File: config.mk
export PLATFORM = sky130hd
export DESIGN_NAME = muldiv_unit
export DESIGN_NICKNAME = d
export VERILOG_FILES = /design/src/rtl/muldiv_unit.sv
export SDC_FILE = /design/constraint.sdc
export NUM_CORES = 1
export LEC_CHECK = 0
export BUFFER_PORTS_ARGS = -buffer_cell sky130_fd_sc_hd__buf_4
export CAP_MARGIN = 30
export CORE_MARGIN = 5
export CORE_UTILIZATION = 60
export DETAILED_ROUTE_END_ITERATION = 16
export GPL_ROUTABILITY_DRIVEN = 0
export HOLD_SLACK_MARGIN = 0.1
export PLACE_DENSITY = 0.81
export SLEW_MARGIN = 5
export SYNTH_ARGS = -nofsm -noshare
export SYNTH_HDL_FRONTEND = slang
export SYNTH_SLANG_ARGS = --single-unit
File: constraint.sdc
create_clock -name clk -period 4.3 [get_ports clk]
set_clock_uncertainty 0.2 [all_clocks]
set_input_delay 0.86 -clock clk [delete_from_list [all_inputs] [get_ports clk]]
set_output_delay 0.86 -clock clk [all_outputs]
set_load 0.01 [all_outputs]
File: src/rtl/muldiv_unit.sv
// muldiv_unit: iterative multiply/divide unit with architectural HI/LO.
// Sits beside the ALU in EX; busy stalls IF/ID/EX while an op runs.
//
// Ports:
//   clk, rst            clock, asynchronous active-low reset
//   start, op, a, b     request, opcode, rs/rt operands
//   flush               abort the operation in flight
//   busy, done          busy in RUN/FIXUP, one-cycle commit pulse
//   hi, lo              HI/LO registers
//   div_by_zero         sticky, cleared by the next accepted start
//
// Optional: define MULDIV_MADD_EN to enable MADD (op 110) and
// MADDU (op 111), which accumulate the product into {hi,lo}.
module muldiv_unit #(
    parameter int WIDTH          = 32,
    parameter int BITS_PER_CYCLE = 1
) (
    input  logic             clk,
    input  logic             rst,
    input  logic             start,
    input  logic [2:0]       op,
    input  logic [WIDTH-1:0] a,
    input  logic [WIDTH-1:0] b,
    input  logic             flush,
    output logic             busy,
    output logic             done,
    output logic [WIDTH-1:0] hi,
    output logic [WIDTH-1:0] lo,
    output logic             div_by_zero
);

    localparam int N  = WIDTH / BITS_PER_CYCLE;
    localparam int CW = (N > 1) ? $clog2(N) : 1;
    localparam logic [CW-1:0] LAST = CW'(N - 1);

    typedef enum logic [1:0] {
        S_IDLE,
        S_RUN,
        S_FIXUP
    } state_e;

    state_e state_q, state_d;

    // acc: product high half / partial remainder
    // sh:  multiplier shifting out / quotient shifting in
    // opnd: magnitude of multiplicand / divisor
    logic [WIDTH-1:0] acc_q, acc_d;
    logic [WIDTH-1:0] sh_q, sh_d;
    logic [WIDTH-1:0] opnd_q, opnd_d;
    logic [CW-1:0]    cnt_q, cnt_d;
    logic             is_div_q, is_div_d;
    logic             neg_q, neg_d;
    logic             rneg_q, rneg_d;
    logic             dz_q, dz_d;
    logic             madd_q, madd_d;
    logic [WIDTH-1:0] hi_q, hi_d;
    logic [WIDTH-1:0] lo_q, lo_d;
    logic             done_q, done_d;
    logic             dbz_q, dbz_d;

    logic op_mult, op_div, op_move, op_madd, op_signed;
    logic idle_req, accept_arith, accept_move, commit;

    // ---------------- decode ----------------
    always_comb begin
        op_mult   = (op == 3'b000) || (op == 3'b001);
        op_div    = (op == 3'b010) || (op == 3'b011);
        op_move   = (op == 3'b100) || (op == 3'b101);
`ifdef MULDIV_MADD_EN
        op_madd   = (op[2:1] == 2'b11);
`else
        op_madd   = 1'b0;
`endif
        // even opcodes are the signed variants
        op_signed = ~op[0];
        idle_req  = (state_q == S_IDLE) && start && !flush;
        accept_arith = idle_req && (op_mult || op_div || op_madd);
        accept_move  = idle_req && op_move;
    end

    // ---------------- FSM: state register ----------------
    always_ff @(posedge clk or negedge rst) begin
        if (!rst) begin
            state_q <= S_IDLE;
        end else begin
            state_q <= state_d;
        end
    end

    // ---------------- FSM: next state ----------------
    always_comb begin
        state_d = state_q;
        unique case (state_q)
            S_IDLE: begin
                if (accept_arith) begin
                    state_d = S_RUN;
                end
            end
            S_RUN: begin
                if (flush) begin
                    state_d = S_IDLE;
                end else if (cnt_q == LAST) begin
                    state_d = S_FIXUP;
                end
            end
            S_FIXUP: begin
                state_d = S_IDLE;
            end
            default: begin
                state_d = S_IDLE;
            end
        endcase
    end

    // ---------------- FSM: outputs ----------------
    always_comb begin
        busy   = (state_q != S_IDLE);
        commit = (state_q == S_FIXUP) && !flush;
    end

    // ---------------- iteration datapath ----------------
    logic [WIDTH-1:0] acc_n, sh_n;
    logic [WIDTH:0]   rs, sum;
    logic             qb;

    always_comb begin
        acc_n = acc_q;
        sh_n  = sh_q;
        rs    = '0;
        sum   = '0;
        qb    = 1'b0;
        for (int i = 0; i < BITS_PER_CYCLE; i++) begin
            if (is_div_q) begin
                // restoring step; rs < 2*divisor so result fits
                rs = {acc_n, sh_n[WIDTH-1]};
                if (rs >= {1'b0, opnd_q}) begin
                    acc_n = WIDTH'(rs - {1'b0, opnd_q});
                    qb    = 1'b1;
                end else begin
                    acc_n = rs[WIDTH-1:0];
                    qb    = 1'b0;
                end
                sh_n = {sh_n[WIDTH-2:0], qb};
            end else begin
                sum = {1'b0, acc_n}
                    + (sh_n[0] ? {1'b0, opnd_q} : '0);
                acc_n = sum[WIDTH:1];
                sh_n  = {sum[0], sh_n[WIDTH-1:1]};
            end
        end
    end

    // ---------------- sign fixup / commit value ----------------
    logic [2*WIDTH-1:0] prod, prod_s, res;
    logic [WIDTH-1:0]   quo_s, rem_s;

    always_comb begin
        prod   = {acc_q, sh_q};
        prod_s = neg_q ? -prod : prod;
        // divide by zero: quotient all ones, remainder
        // (|a| with dividend sign) reproduces a
        quo_s  = dz_q ? '1 : (neg_q ? -sh_q : sh_q);
        rem_s  = rneg_q ? -acc_q : acc_q;
        res    = is_div_q ? {rem_s, quo_s} : prod_s;
`ifdef MULDIV_MADD_EN
        if (madd_q) begin
            res = {hi_q, lo_q} + prod_s;
        end
`endif
    end

    // ---------------- next-state datapath ----------------
    logic a_neg, b_neg;

    always_comb begin
        acc_d    = acc_q;
        sh_d     = sh_q;
        opnd_d   = opnd_q;
        cnt_d    = cnt_q;
        is_div_d = is_div_q;
        neg_d    = neg_q;
        rneg_d   = rneg_q;
        dz_d     = dz_q;
        madd_d   = madd_q;
        hi_d     = hi_q;
        lo_d     = lo_q;
        dbz_d    = dbz_q;
        done_d   = commit || accept_move;

        a_neg = op_signed && a[WIDTH-1];
        b_neg = op_signed && b[WIDTH-1];

        if (accept_arith) begin
            acc_d    = '0;
            sh_d     = a_neg ? -a : a;
            opnd_d   = b_neg ? -b : b;
            cnt_d    = '0;
            is_div_d = op_div;
            neg_d    = a_neg ^ b_neg;
            rneg_d   = a_neg;
            dz_d     = op_div && (b == '0);
            madd_d   = op_madd;
        end else if (state_q == S_RUN) begin
            acc_d = acc_n;
            sh_d  = sh_n;
            cnt_d = cnt_q + 1'b1;
        end

        if (accept_arith || accept_move) begin
            dbz_d = 1'b0;
        end else if (commit && is_div_q && dz_q) begin
            dbz_d = 1'b1;
        end

        if (commit) begin
            {hi_d, lo_d} = res;
        end else if (accept_move) begin
            if (op[0]) begin
                lo_d = a;
            end else begin
                hi_d = a;
            end
        end
    end

    // ---------------- datapath registers ----------------
    always_ff @(posedge clk or negedge rst) begin
        if (!rst) begin
            acc_q    <= '0;
            sh_q     <= '0;
            opnd_q   <= '0;
            cnt_q    <= '0;
            is_div_q <= 1'b0;
            neg_q    <= 1'b0;
            rneg_q   <= 1'b0;
            dz_q     <= 1'b0;
            madd_q   <= 1'b0;
            hi_q     <= '0;
            lo_q     <= '0;
            done_q   <= 1'b0;
            dbz_q    <= 1'b0;
        end else begin
            acc_q    <= acc_d;
            sh_q     <= sh_d;
            opnd_q   <= opnd_d;
            cnt_q    <= cnt_d;
            is_div_q <= is_div_d;
            neg_q    <= neg_d;
            rneg_q   <= rneg_d;
            dz_q     <= dz_d;
            madd_q   <= madd_d;
            hi_q     <= hi_d;
            lo_q     <= lo_d;
            done_q   <= done_d;
            dbz_q    <= dbz_d;
        end
    end

    assign done        = done_q;
    assign hi          = hi_q;
    assign lo          = lo_q;
    assign div_by_zero = dbz_q;

endmodule
==> results by group <==
Synth
  – FF+latch count, synth: between 150 and 200
  – Yosys top cell area share: approximately 30%
  – FFs w/ async S/R, synth: 100%
  – Register area share after synthesis: between 30% and 40%
  – Synthesized area per cell: 8.12 sq um
  – Post-Synthesis Net Count: ~1900
  – Mapped Area: roughly 0.014 sq mm
  – Largest area contributor in the netlist: dfrtp_1
  – Mapped Cells: approximately 1700
  – Top FF cell, synth: dfrtp_1
  – Synth area leaders: dfrtp_1 (31%), o21ai_0 (6.6%), ha_1 (6.2%)
  – Number of synthesized flops with an enable pin: 0
  – Synth Warn #: 0
  – Synth cell types: 73

STA
  – Final count of pins violating max slew: 0
  – F_max: roughly 0.25 GHz
  – Least-Margin Pin Slew: around 950 ps
  – Fin Setup TNS: 0 ps
  – Final setup vio count: 0
  – Slew margin rel.: 36.7%
  – Tmin final: about 4000 ps
  – Final hold violation count: 0
  – Fin crit share: 93.0%
  – RSZ-0062 raised after global routing: false

Finish
  – Final Util: 68.9%
  – P&R area growth vs syn: 13.7%
  – Diode count: 0
  – Share of post-route cells with drive strength above 1: between 10 and 15%
  – Final Cell Area: roughly 0.016 sq mm
  – Net count, final: a little under 2000
  – Final cell count without fillers: between 2000 and 2500
  – Fillers: 1969

Worst setup path
  – Required @ worst endpoint: 4390 ps
  – Endpoint class of the critical path: flop
  – WP data arrival: about 4000 ps
  – Critical-path cell list: or4_4, or3_4, or3_4, or2_1, or3_4, a32oi_1, o21ai_0, xor2_1, nand2_1, o21ai_0
  – Setup crit start kind: flop
  – CP max stage cell: or4_4
  – Crit Path Max Fanout: 8
  – Most used cell along the critical path: or3_4
  – Kind of critical path: reg2reg
  – Worst path bufs/invs: 0
  – CP delay by family, top: simple AND/OR/NAND/NOR gates
  – CP peak stage delay: ~560 ps

Placed design
  – Post-Place Cell Area: around 0.016 sq mm
  – PortBufs: roughly 140
  – DP Cell Count: roughly 2100
  – Post-detail-place hpwl: approximately 30000 microns

Floorplanning
  – Die height: 164 microns
  – Initial core utilization: about three fifths
  – Core area: ~0.023 sq mm
  – Die Area: around 0.027 sq mm
  – # rows: 56
  – I/O Pins: about 140
  – Die Wd: approximately 160 microns

Clock network
  – Root Driver: clkbuf_16
  – Clock slew at reported path FFs: 80 ps
  – CTS tree: done
  – CTS buffer count: 17
  – Clock Latency Late Sink: ~440 ps
  – # clock sinks: between 150 and 200
  – H-tree levels: 4
  – Post-CTS Setup Bufs: 0
  – Clock Tree Buf Depth: 2

Pwr
  – Pleak: approximately 7.1 nW
  – VDD IR max: 0.289 mV
  – Power Density: between 600 and 700 mW/mm^2
  – Overall power: just over 0.01 W

GRT
  – Initial antenna violation count: 0
  – Largest net degree at the start of global routing: 81
  – Total grt overflow: 0
  – Total GRT Usage: a little under a third
  – First-pass GRT wire length: around 67000 microns
  – Vias in the first global route: ~13000

Drt
  – Via count: 13800
  – Routed wire length: around 40000 microns
  – Post-DRT Antenna Nets: 0
  – Pre-antenna DRT Iters: 6
  – WL met1: 16800 microns
  – Uppermost routed layer: met4
  – Met3 WL post-DR: between 3000 and 4000 microns
  – Met2 wire len: between 15000 and 20000 microns
  – DRC errors left: 0
  – WL per Instance: roughly 19 microns
  – Via density: ~6.3
  – Drt first-iter violations: 1222

Min path
  – Worst Hold Class: in2async

Run
  – # Max-Cap Violations: 0

Status
  – Outcome: completed
==> synthesized netlist by cell type, types with 4 or more instances <==
cell / instances
nor3b_1: 5
mux2i_1: 86
dfrtp_1: 173
o22ai_1: 4
nand2b_1: 17
nor2b_1: 17
a211o_1: 4
a31oi_1: 17
clkbuf_1: 85
o21a_1: 10
o31ai_1: 25
a221oi_1: 4
a21o_1: 23
nand3b_1: 4
mux2_2: 5
nand4_1: 8
or3_1: 23
nand2_1: 231
or2_2: 12
buf_1: 8
a32oi_1: 17
or4_1: 12
and3_1: 10
nor4_1: 20
o21ai_0: 188
o21ai_1: 8
nand3_1: 17
a22oi_1: 21
inv_1: 59
o41ai_1: 13
and2_1: 6
ha_1: 70
xor2_1: 93
xnor2_1: 78
o21bai_1: 11
nor3_1: 30
a211oi_1: 9
o211ai_1: 42
or3_4: 4
a21oi_1: 120
nor2_1: 110
==> worst paths after layout <==
kind	cells past startpoint	start	to	slack, ps
max	10	sh_q[12]$_DFFE_PN0P_	hi[23]$_DFFE_PN0P_	300
min	1	rst	sh_q[8]$_DFFE_PN0P_	250
max reg2reg	10	sh_q[12]$_DFFE_PN0P_	hi[23]$_DFFE_PN0P_	300
min in group clk	2	opnd_q[17]$_DFFE_PN0P_	opnd_q[17]$_DFFE_PN0P_	280
min reg2reg	2	opnd_q[17]$_DFFE_PN0P_	opnd_q[17]$_DFFE_PN0P_	280
max in group asynchronous	2	rst	opnd_q[23]$_DFFE_PN0P_	2680
==> kinds of logic (layout without fill, tap and decap cells) <==
group / after synthesis / count (layout) / share of synthesized area [%]
AND/OR/NAND/NOR: 540 / 540 / 17.9
AO/OA/AOI/OAI: 543 / 543 / 23.7
flip-flops: 173 / 173 / 30.5
XOR/XNOR: 172 / 172 / 10.7
multiplexers: 91 / 91 / 6.46
adder cells (fa/ha/maj): 72 / 72 / 6.46
buffers and inverters: 157 / 260 / 4.23
==> area by class of cell <==
class	instances	area [sq um]	share of cell area, %
Inverter	60	229	1.42
Clock buffer	18	439	2.72
Sequential cell	173	4330	26.8
Timing Repair Buffer	168	1300	8.04
Tap cell	319	399	2.47
Clock inverter	14	146	0.907
Multi-Input combinational cell	1418	9290	57.6
==> state kept, by name (all words and copies together) (netlist names) <==
register	cells
lo	32
state_q	2
dz_q	1
div_by_zero	1
acc_q	32
done	1
sh_q	32
opnd_q	32
cnt_q	5
neg_q	1
hi	32
is_div_q	1
rneg_q	1
==> layout by cell type (no fill, tap or decap), types with 30 or more instances in the layout <==
cell	netlist	routed
a21oi_1	120	119
xor2_1	93	93
xnor2_1	78	78
inv_1	59	58
buf_4	0	165
dfrtp_1	173	172
mux2i_1	86	86
nand2_1	231	231
o21ai_0	188	188
ha_1	70	70
nor2_1	110	108
o211ai_1	42	42
nor3_1	30	30
==> through the flow <==
step | worst slack [ps] | hold slack [ps]
6_report | 299 | 246
5_1_grt | 87.6 | 298
4_1_cts | 372 | 275
3_5_place_dp | 269 | 271
3_3_place_gp | 407 | 261
2_1_floorplan | 658 | 250
==> report_power, final <==
group / internal, W / total, W / switching (W)
combinational: 0.00250 / 0.00579 / 0.00328
clock: 0.000790 / 0.00155 / 0.000761
sequential: 0.00210 / 0.00285 / 0.000757
total: 0.00539 / 0.0102 / 0.00480
==> layer usage <==
layer  global-route usage (%)  vias to the layer above
li1                         -                     6499
met1                     39.9                     6465
met2                     49.1                      684
met3                     5.50                      119
met4                     13.9                        0
met5                        0                        -
==> what timing repair did <==
item,CTS,global route
hold buffers,0,0
gates resized for setup,0,2
setup endpoints to repair,0,1
hold endpoints to repair,0,0
Power figures use the tool's default switching activity.
